<file path="config.mk">
export PLATFORM = sky130hd
export DESIGN_NAME = oam_dma
export DESIGN_NICKNAME = d
export VERILOG_FILES = /design/src/rtl/oam_dma.sv
export SDC_FILE = /design/constraint.sdc
export NUM_CORES = 1
export LEC_CHECK = 0
export ABC_AREA = 0
export CORE_ASPECT_RATIO = 0.8
export CORE_MARGIN = 2
export CORE_UTILIZATION = 51
export DETAILED_ROUTE_END_ITERATION = 6
export PLACE_DENSITY = 0.82
export RECOVER_POWER = 25
export SYNTH_ARGS = -nofsm -noshare
export SYNTH_HDL_FRONTEND = slang
export SYNTH_SLANG_ARGS = --single-unit
</file>
<file path="constraint.sdc">
create_clock -name clock -period 4.7 [get_ports clock]
set_input_delay 0.94 -clock clock [delete_from_list [all_inputs] [get_ports clock]]
set_output_delay 0.94 -clock clock [all_outputs]
set_load 0.02 [all_outputs]
</file>
<file path="src/rtl/oam_dma.sv">
// oam_dma: sprite-attribute DMA engine.
//
// A CPU write to FF46 pulses `start`. The engine then copies BYTES bytes from
// source page {page, 8'h00} into OAM at FE00 + idx, one byte per five-cycle
// slot: REQ, RD0, RD1, CAP and WR. Each slot can stall in REQ until the arbiter
// grants the bus.
//
// Ports:
//   clock, reset_n   - system clock (rising edge) and asynchronous active-low reset
//   start, dmaAdress - trigger pulse and the source page, sampled together
//   bus_gnt, Di_src  - arbiter grant and source read data (two-cycle latency)
//   bus_req, A_src,
//   rd_src           - bus request, source address and source read strobe
//   A_oam, Do_oam,
//   wr_oam           - OAM write address, write data and write strobe
//   busy, done       - transfer in progress, one-cycle completion pulse
//
// Every output comes from a flop. Each output flop is loaded from the next
// state, so an output is aligned with the state that the FSM occupies in the
// same cycle.

module oam_dma #(
    parameter int unsigned BYTES       = 160,
    parameter int unsigned START_DELAY = 4
) (
    input  logic        clock,
    input  logic        reset_n,
    input  logic        start,
    input  logic [7:0]  dmaAdress,
    input  logic        bus_gnt,
    input  logic [7:0]  Di_src,
    output logic        bus_req,
    output logic [15:0] A_src,
    output logic        rd_src,
    output logic [15:0] A_oam,
    output logic [7:0]  Do_oam,
    output logic        wr_oam,
    output logic        busy,
    output logic        done
);

    localparam int unsigned DlyW    = (START_DELAY > 2) ? $clog2(START_DELAY) : 1;
    localparam logic [7:0]  LastIdx = 8'(BYTES - 1);
    localparam logic [DlyW-1:0] LastDly = DlyW'(START_DELAY - 1);

    typedef enum logic [2:0] {
        StIdle,
        StDelay,
        StReq,
        StRd0,
        StRd1,
        StCap,
        StWr
    } state_e;

    state_e          state_q, state_d;
    logic [7:0]      page_q, page_d;
    logic [7:0]      idx_q, idx_d;
    logic [DlyW-1:0] dly_q, dly_d;
    logic [7:0]      data_q, data_d;

    logic            bus_req_q, bus_req_d;
    logic [15:0]     a_src_q, a_src_d;
    logic            rd_src_q, rd_src_d;
    logic [15:0]     a_oam_q, a_oam_d;
    logic [7:0]      do_oam_q, do_oam_d;
    logic            wr_oam_q, wr_oam_d;
    logic            busy_q, busy_d;
    logic            done_q, done_d;

    // Pages E0..FF are echo RAM; fold them down onto C0..DF.
    logic [7:0] start_page;
    assign start_page = (dmaAdress < 8'hE0) ? dmaAdress : (dmaAdress - 8'h20);

    // Next-state logic.
    always_comb begin
        state_d = state_q;
        page_d  = page_q;
        idx_d   = idx_q;
        dly_d   = dly_q;
        data_d  = data_q;
        done_d  = 1'b0;

        unique case (state_q)
            StIdle: begin
                state_d = StIdle;
            end
            StDelay: begin
                if (dly_q == LastDly) begin
                    state_d = StReq;
                end else begin
                    dly_d = dly_q + DlyW'(1);
                end
            end
            StReq: begin
                // The grant is only checked here. Once a read starts, the byte finishes.
                if (bus_gnt) begin
                    state_d = StRd0;
                end
            end
            StRd0: begin
                state_d = StRd1;
            end
            StRd1: begin
                state_d = StCap;
            end
            StCap: begin
                data_d  = Di_src;
                state_d = StWr;
            end
            StWr: begin
                if (idx_q == LastIdx) begin
                    state_d = StIdle;
                    done_d  = 1'b1;
                end else begin
                    idx_d   = idx_q + 8'd1;
                    state_d = StReq;
                end
            end
            default: begin
                state_d = StIdle;
            end
        endcase

        // A new trigger always restarts the transfer. A WR that is already on the
        // outputs still completes, but it does not produce a done pulse.
        if (start) begin
            state_d = StDelay;
            page_d  = start_page;
            idx_d   = 8'h00;
            dly_d   = '0;
            done_d  = 1'b0;
        end
    end

    // Output values for the cycle in which the FSM is in state_d.
    always_comb begin
        busy_d    = (state_d != StIdle);
        bus_req_d = busy_d;
        rd_src_d  = (state_d == StRd0) || (state_d == StRd1) || (state_d == StCap);
        wr_oam_d  = (state_d == StWr);
        a_src_d   = rd_src_d ? {page_d, idx_d} : a_src_q;
        a_oam_d   = wr_oam_d ? (16'hFE00 + {8'h00, idx_d}) : a_oam_q;
        do_oam_d  = wr_oam_d ? data_d : do_oam_q;
    end

    always_ff @(posedge clock or negedge reset_n) begin
        if (!reset_n) begin
            state_q   <= StIdle;
            page_q    <= 8'h00;
            idx_q     <= 8'h00;
            dly_q     <= '0;
            data_q    <= 8'h00;
            bus_req_q <= 1'b0;
            a_src_q   <= 16'h0000;
            rd_src_q  <= 1'b0;
            a_oam_q   <= 16'h0000;
            do_oam_q  <= 8'h00;
            wr_oam_q  <= 1'b0;
            busy_q    <= 1'b0;
            done_q    <= 1'b0;
        end else begin
            state_q   <= state_d;
            page_q    <= page_d;
            idx_q     <= idx_d;
            dly_q     <= dly_d;
            data_q    <= data_d;
            bus_req_q <= bus_req_d;
            a_src_q   <= a_src_d;
            rd_src_q  <= rd_src_d;
            a_oam_q   <= a_oam_d;
            do_oam_q  <= do_oam_d;
            wr_oam_q  <= wr_oam_d;
            busy_q    <= busy_d;
            done_q    <= done_d;
        end
    end

    assign bus_req = bus_req_q;
    assign A_src   = a_src_q;
    assign rd_src  = rd_src_q;
    assign A_oam   = a_oam_q;
    assign Do_oam  = do_oam_q;
    assign wr_oam  = wr_oam_q;
    assign busy    = busy_q;
    assign done    = done_q;

endmodule
</file>
[After elaboration in Yosys (flattened, before gate mapping)]
Cells that the tools add are included.
W data, S select, Z words.
Storage, ports and cells
  word-level logic and storage cells: 52
  flip-flop bits (word level): 73
  input port bits: 20
Operators by class
  reductions and logical operators: 5
  mux-type cells: 17
  add/sub/neg operators: 4
  $lt $le $gt $ge: 1
  equal/unequal tests: 13
Operator list (count)
  $mux W8: 6
  $eq A3 B3 Y1 const B: 6
  $pmux W3 S6: 1
  $add A10 B9 Y11 const A: 1
  $eq A3 B2 Y1 const B: 3
  $mux W3: 3
  $add A8 B1 Y8 const B: 1
  $eq A8 B8 Y1 const B: 1
  $lt A8 B8 Y1 const B: 1
  $mux W2: 4
  $sub A8 B6 Y8 const B: 1
  $eq A3 B1 Y1 const B: 1
  $mux W1: 3
  $reduce_bool A3 Y1: 1
  $add A2 B1 Y2 const B: 1
  $eq A2 B2 Y1 const B: 1
  $logic_or A1 B1 Y1: 2
  $ne A2 B2 Y1 const B: 1
  $reduce_and A2 Y1: 1
  $reduce_bool A2 Y1: 1

[Logic depth before layout (Yosys ltp)]
Gate-level depths: netlist (run 1).
  word-level depth: 7
  depth in mapped cells: 7

[Worst setup path before layout (run 1)]
OpenSTA, ideal clock, no wires.
  path kind: input to register
  from: input start
  to: register a_src_q[12], in the netlist A_src[12]
  data arrival time: 2.016 ns
  stages: 4
  slack: 2.559 ns
  buffers on the path: 2
  path through: buf_2 -> clkbuf_1 -> mux2_2 -> mux2_4
On the way
  elaborated cells between the ends (all ways): 7
  classes of those cells: eq/ne: 3; mux: 2; reduce/logical: 2
RTL lines
  start: declaration: RTL line 28  | input logic start,
  $mux W8: RTL line 127  | if (start) begin
  net page_d[4]: RTL line 57  | logic [7:0] page_q, page_d;
  end signal: assignment: RTL line 169  | a_src_q <= a_src_d;
  end: declaration: RTL line 63  | logic [15:0] a_src_q, a_src_d;
The timed path passes the listed nets, and every way through them passes these cells.
A chain may end at the register's enable or synchronous reset.

[Worst setup path in the final report (run 1)]
  from: input start
  to: register a_oam_q[2], in the netlist A_oam[2]
On the way
  longest elaborated chain between the ends: 2
  elaborated cells between the ends (all ways): 4
  classes of those cells: add/sub: 1; eq/ne: 1; mux: 2
Ends and longest elaborated chain
  $mux W8 / $mux W3 (equally long branches): RTL line 127
  $add A10 B9 Y11 / $eq A3 B3 Y1 (equally long branches): RTL line 143, 141
  end signal: assignment: RTL line 171  | a_oam_q <= a_oam_d;
  end: declaration: RTL line 65  | logic [15:0] a_oam_q, a_oam_d;
Parallel ways exist; a longest one is shown, timed or not.

==> metrics.txt, run 1 <==
Area Overhead vs Synth=28.6%; Synth area leaders=dfrtp_1 (59%), mux2_2 (13%), buf_4 (2.7%); CP Capture Type=flop; crit-path max cell delay=0.78 ns; area share of xor/xnor cells in the synthesized design=1.26%; R2R depth=4; Crit Reg-Reg Endpoint=A_oam[2]; num rows=24; largest area contributor in the netlist=dfrtp_1; Max Fclk=365 MHz; initial core utilization=51.9%; DIE HEIGHT=70.2 um; layout cells sized above 1=20.6%; required time of the critical path=4.93 ns; Final nets=298; Netlist cell types=40; DRC Markers=0; RSZ-0062 raised after global routing=no; port buffer count=63; setup violators final=0; sequential share of the synthesized area=59.2%; Tmin final=2.74 ns; largest family of logic cells by synthesized area=multiplexers; Congestion Overflow GR=0; adder-cell share of the synthesized area=0.897%; Syn Area/Cell=12.8 um2; Ys Warns=0; Synth Cell Area=2790 um2; Worst Hold Launch=A_oam[0]; Final ANT Viol Nets=0; Final GP Congestion=0.847; Clock Tree Root=clkbuf_8; Setup CP Type=in -> reg; vias in the first global route=1887; failing checks=max-capacitance violations, max-slew violations; Hold Crit Depth=2; flops & latches, synth=66; Slew @ Worst Pin=1.95 ns; crit path max fanout=17; vias=1819; top_reg_cell synth=dfrtp_1; async set-reset flop share out of synthesis=100%; reg2reg setup slack=2.38 ns; Clock Sinks=66; Skew-Pair Late Insertion Delay=0.35 ns; worst-case clock buffer depth=2; Worst-path clk slew=0.07 ns; n_diodes=0; proportion of synthesized area in mux cells=18.0%; delay-heaviest family, CP=buffers and inverters; worst clock skew=0.00754 ns; die area=6080 um2; hpwl dp=3770 um; Critical-path top delay cell=clkdlybuf4s50_1; CTS tree=done; core area=5380 um2; syn nets=240; setup ws final=1.96 ns; Mapped Cells=218; CP bufs+invs=2; WL/cell=16.0 um; Pre-antenna DRT Iters=4; Final Hold Viols=0; fin crit share=58.3%; gr usage total=20.4%; CP Data Arrival Time=2.97 ns; post_cts resized=0; post-synth top area share=59.2%; max-slew violation count=38; setup TNS=0 ns; Startpoint Class=input pin; vias per std cell=5.26; I/O pin total=65; cts hold-fix bufs=0; PD cells=603 nW/um2; first-pass GRT wire length=9230 um; Simple-Gate Fraction of Synth Area=9.96%; Place WS=1.63 ns; largest net degree at the start of global routing=38; FF-to-FF Start=state_q[1]; Starting DRT DRC Count=116; Chip Width=86.7 um; Worst VDD drop=417 uV; final wirelength=5520 um; total CTS buffers=9; max cap viols=1; leakage power=1.58 nW; hold endpoint=A_oam[0]; number of synthesized flops with an enable pin=0; Max transition margin=-30.0%; Hold WC Path Type=reg -> reg; critical-path cell list=clkdlybuf4s50_1, or2_2, inv_2, mux2_2; initial antenna violation count=0; CTS H-tree lvls=3; compound-gate portion of the synthesized area=4.93%; postcts setup bufs=0; status=finished with violations
[worst reg2reg max path, stage by stage, from the launching register on]
cell      delay (ns)
dfrtp_1         0.52
nand3b_1        0.49
or2_2           0.53
inv_2           0.28
mux2_2          0.38
[metal layers]
layer	vias up	GRT usage, %	share of wire, %
met1	900	26.9	45
met2	64	29.8	46
met5	-	0	0
li1	846	-	-
met4	0	6.77	1.4
met3	9	9.69	8.5
[stage by stage]
step	utilization [%]	std cells	instance area, um2	total power, mW	hold WS, ns
finish	66.8	346	3590	2.16	0.486
global route	66.8	346	3590	2.29	0.506
CTS	67.0	346	3600	2.19	0.492
detailed placement	63.0	330	3390	1.69	0.470
global placement	63.0	330	3390	1.66	0.475
floorplan	-	218	2790	1.34	0.467
[sequential cells by signal, indices dropped and copies added, names as in the netlist]
register	count
Do_oam	8
A_src	16
state_q	3
rd_src	1
wr_oam	1
data_q	8
busy	1
dly_q	2
done	1
A_oam	9
idx_q	8
page_q	8
[logic make-up (layout without fill, tap and decap cells)]
group                      Yosys count  after routing
DFF                                 66             66
other                                1              1
and+or+nand+nor                     54             54
AOI/OAI and AO/OA                   20             20
muxes                               44             44
xor gates and xnor gates             4              4
adders and majority gates            2              2
buffers and inverters               27             90
[cells in the mapped netlist (2+ instances only)]
cell type and n:
a211o_1 2, inv_1 8, mux2i_1 7, or3_1 2, nand3_1 5, clkbuf_1 3
buf_2 3, buf_6 2, o21ai_0 4, a21oi_1 7, buf_4 10, mux2_4 4
mux2_2 33, nand2_1 18, dfrtp_1 66, nand2b_1 2, xor2_1 2, nor2_1 16
ha_1 2, xnor2_1 2
[report_power, final]
group | internal (mW) | switching, mW
clock network | 0.287 | 0.215
logic | 0.427 | 0.383
registers | 0.744 | 0.108
total | 1.46 | 0.705
[worst max path at each step]
stage / from / end / slack (ns) / cells past startpoint
CTS: start / A_oam[2] / 1.99 / 4
global route: reset_n / A_oam[7] / 1.83 / 2
detailed placement: start / Do_oam[2] / 1.63 / 4
global placement: start / Do_oam[5] / 1.70 / 4
floorplan: start / A_src[12] / 2.56 / 4
finish: start / A_oam[2] / 1.96 / 4
[layout by cell type (no fill, tap or decap), drive strengths merged, types with 3 or more instances in the layout]
| cell | count |
|---|---|
| nor2 | 17 |
| clkinv | 3 |
| nand3 | 5 |
| mux2 | 37 |
| a21oi | 7 |
| clkdlybuf4s50 | 62 |
| clkbuf | 13 |
| dfrtp | 66 |
| o21ai | 5 |
| inv | 9 |
| nand2 | 18 |
| mux2i | 7 |
[cell type report]
class	count	area, um2
Sequential cell	66	1650
Inverter	9	33.8
Fill cell	420	1790
Multi-Input combinational cell	125	968
Clock buffer	12	165
Timing Repair Buffer	65	639
Clock inverter	4	48.8
Tap cell	65	81.3
Note: power is estimated with default switching activity, not from simulation.
==> inputs of run 2 (changes only) <==
--- a/config.mk
+++ b/config.mk
@@ -8,9 +8,9 @@
 export ABC_AREA = 0
 export CORE_ASPECT_RATIO = 0.8
 export CORE_MARGIN = 2
-export CORE_UTILIZATION = 51
+export CORE_UTILIZATION = 49
 export DETAILED_ROUTE_END_ITERATION = 6
-export PLACE_DENSITY = 0.82
+export PLACE_DENSITY = 0.8
 export RECOVER_POWER = 25
 export SYNTH_ARGS = -nofsm -noshare
 export SYNTH_HDL_FRONTEND = slang
==> constraint.sdc (replaced) <==
create_clock -name clock -period 2.9 [get_ports clock]
set_input_delay 0.58 -clock clock [delete_from_list [all_inputs] [get_ports clock]]
set_output_delay 0.58 -clock clock [all_outputs]
set_load 0.02 [all_outputs]
==> metrics.txt, run 2 (same netlist as run 1, synthesis figures left out) <==
commonest cells after routing, fill and taps aside=dfrtp_1 (66), clkdlybuf4s50_1 (62), mux2_2 (33); PD cells=935 nW/um2 (+55%); cts hold-fix bufs=0 (unchanged); hold endpoint=A_oam[0]; final wirelength=5390 um (-2.3%); Worst-path clk slew=0.07 ns (about the same); FF/Latch Area=1650 um2 (unchanged); Largest register FFs=16 (unchanged); setup TNS=0 ns (unchanged); vias in the first global route=1869 (-0.95%); footprint of the multi-input gates=981 um2 (+1.3%); postcts setup bufs=0 (unchanged); Starting DRT DRC Count=52 (-55%); initial core utilization=51.1% (-0.86 points); leakage power=1.57 nW (-0.61%); DRC Markers=0 (unchanged); hpwl dp=3760 um (-0.20%); Final nets=300 (+0.67%); Worst Hold Launch=A_oam[0]; Slew @ Worst Pin=1.63 ns (-0.317 ns); core area=5470 um2 (+1.7%); n_diodes=0 (unchanged); Hold WS=0.481 ns (-0.00552 ns); Final Hold Viols=0 (unchanged); Hold WC Path Type=reg -> reg; Max Fclk=491 MHz; total CTS buffers=9 (unchanged); post_cts resized=0 (unchanged); I/O pin total=65 (unchanged); worst-case clock buffer depth=2 (unchanged); vias=1792 (-1.5%); max cap viols=1 (unchanged); Crit Reg-Reg Endpoint=Do_oam[6]; Fillers=440 (+4.8%); most common cell after layout, fill and taps aside=dfrtp_1; WL/cell=14.9 um (-6.4%); Clock Tree Root=clkbuf_8; reg2reg setup slack=0.88 ns (-1.50 ns); Tmin final=2.04 ns; vias per std cell=4.96 (-5.6%); first-pass GRT wire length=8980 um (-2.7%); Pre-antenna DRT Iters=4 (unchanged); Clock Sinks=66 (unchanged); worst clock skew=0.00793 ns (+0.000396 ns); num rows=24 (unchanged); setup violators final=0 (unchanged); CTS tree=done; Chip Width=88.4 um (+1.9%); setup ws final=0.864 ns (-1.10 ns); R2R depth=4 (unchanged); Startpoint Class=input pin; Final GP Congestion=0.778 (-8.2%); Area Overhead vs Synth=28.8%; Worst VDD drop=528 uV (+27%); RSZ-0062 raised after global routing=no; failing checks=max-capacitance violations, max-slew violations; Hold Crit Depth=2 (unchanged); die area=6320 um2 (+3.9%); FF-to-FF Start=state_q[1]; required time of the critical path=3.12 ns (-1.81 ns); Max transition margin=-8.82% (+21 points); Congestion Overflow GR=0 (unchanged); CTS H-tree lvls=3 (unchanged); status=finished with violations; port buffer count=63 (unchanged); Skew-Pair Late Insertion Delay=0.34 ns (about the same); Place WS=0.520 ns (-1.11 ns); CP Data Arrival Time=2.26 ns (-0.71 ns); CP Capture Type=flop; max-slew violation count=29 (-24%); crit path max fanout=17 (unchanged); fin crit share=70.2%; gr usage total=19.1% (-1.3 points); layout cells sized above 1=21.6% (+0.91 points); DIE HEIGHT=71.5 um (+1.9%); largest net degree at the start of global routing=39 (+2.6%); Final ANT Viol Nets=0 (unchanged); Setup CP Type=in -> reg; initial antenna violation count=0 (unchanged)
run 2: cell types whose count changed in the layout (fill, tap and decap cells not counted), moves of 2 or more:
| cell | before | now |
|---|---|---|
| clkbuf_8 | 12 | 9 |
| clkbuf_1 | 1 | 3 |
| mux2_1 | 2 | 0 |
| mux2_2 | 31 | 33 |
run 2: worst max-delay path by stage:
| stage | startpoint | to | slack, ns | cells past startpoint |
|---|---|---|---|---|
| after CTS | A_oam[14] | A_oam[12] | 0.85 | 1 |
| after detailed placement | bus_gnt | A_src[15] | 0.52 | 5 |
| after floorplan | start | A_src[12] | 1.12 | 4 |
| after global routing | state_q[1] | Do_oam[1] | 0.77 | 4 |
| final | bus_gnt | A_src[15] | 0.86 | 5 |
| after global placement | bus_gnt | A_src[15] | 0.55 | 5 |
run 2: power breakdown:
group | internal (mW) | leakage, nW | switching (mW)
sequential | 1.21 | 0.832 | 0.181
clock | 0.307 | 0.0831 | 0.342
combinational | 0.702 | 0.655 | 0.620
run 2: layout make-up:
| type | instances | area share (%) |
|---|---|---|
| sequential | 66 | 46.0 |
| multi-input combinational | 125 | 27.3 |
| timing repair buffer | 67 | 18.6 |
| clock buffer | 11 | 3.66 |
| tap | 78 | 2.72 |
| inverter | 9 | 0.940 |
| clock inverter | 5 | 0.870 |
run 2: layer usage:
layer / vias to the layer above / share of wire (%) / track usage [%]
met1: 885 / 45 / 24.8
li1: 860 / - / -
met3: 3 / 7.5 / 9.91
met5: - / 0 / 0
met4: 0 / 0.35 / 5.05
met2: 44 / 47 / 28.6
run 2: per-stage QoR:
| step | instance area, um2 | power, mW | cells | utilization [%] |
|---|---|---|---|---|
| finish | 3590 | 3.36 | 361 | 65.8 |
| CTS | 3590 | 3.40 | 361 | 65.8 |
| global placement | 3430 | 2.70 | 345 | 62.8 |
| global route | 3590 | 3.55 | 361 | 65.8 |
| floorplan | 2790 | 2.18 | 218 | - |
| detailed placement | 3430 | 2.73 | 345 | 62.8 |
run 2: critical path: stages:
cell and delay [ns]:
clkdlybuf4s50_1 0.50, or2_1 0.15, a31oi_4 0.11, nor2_4 0.51, mux2_2 0.41
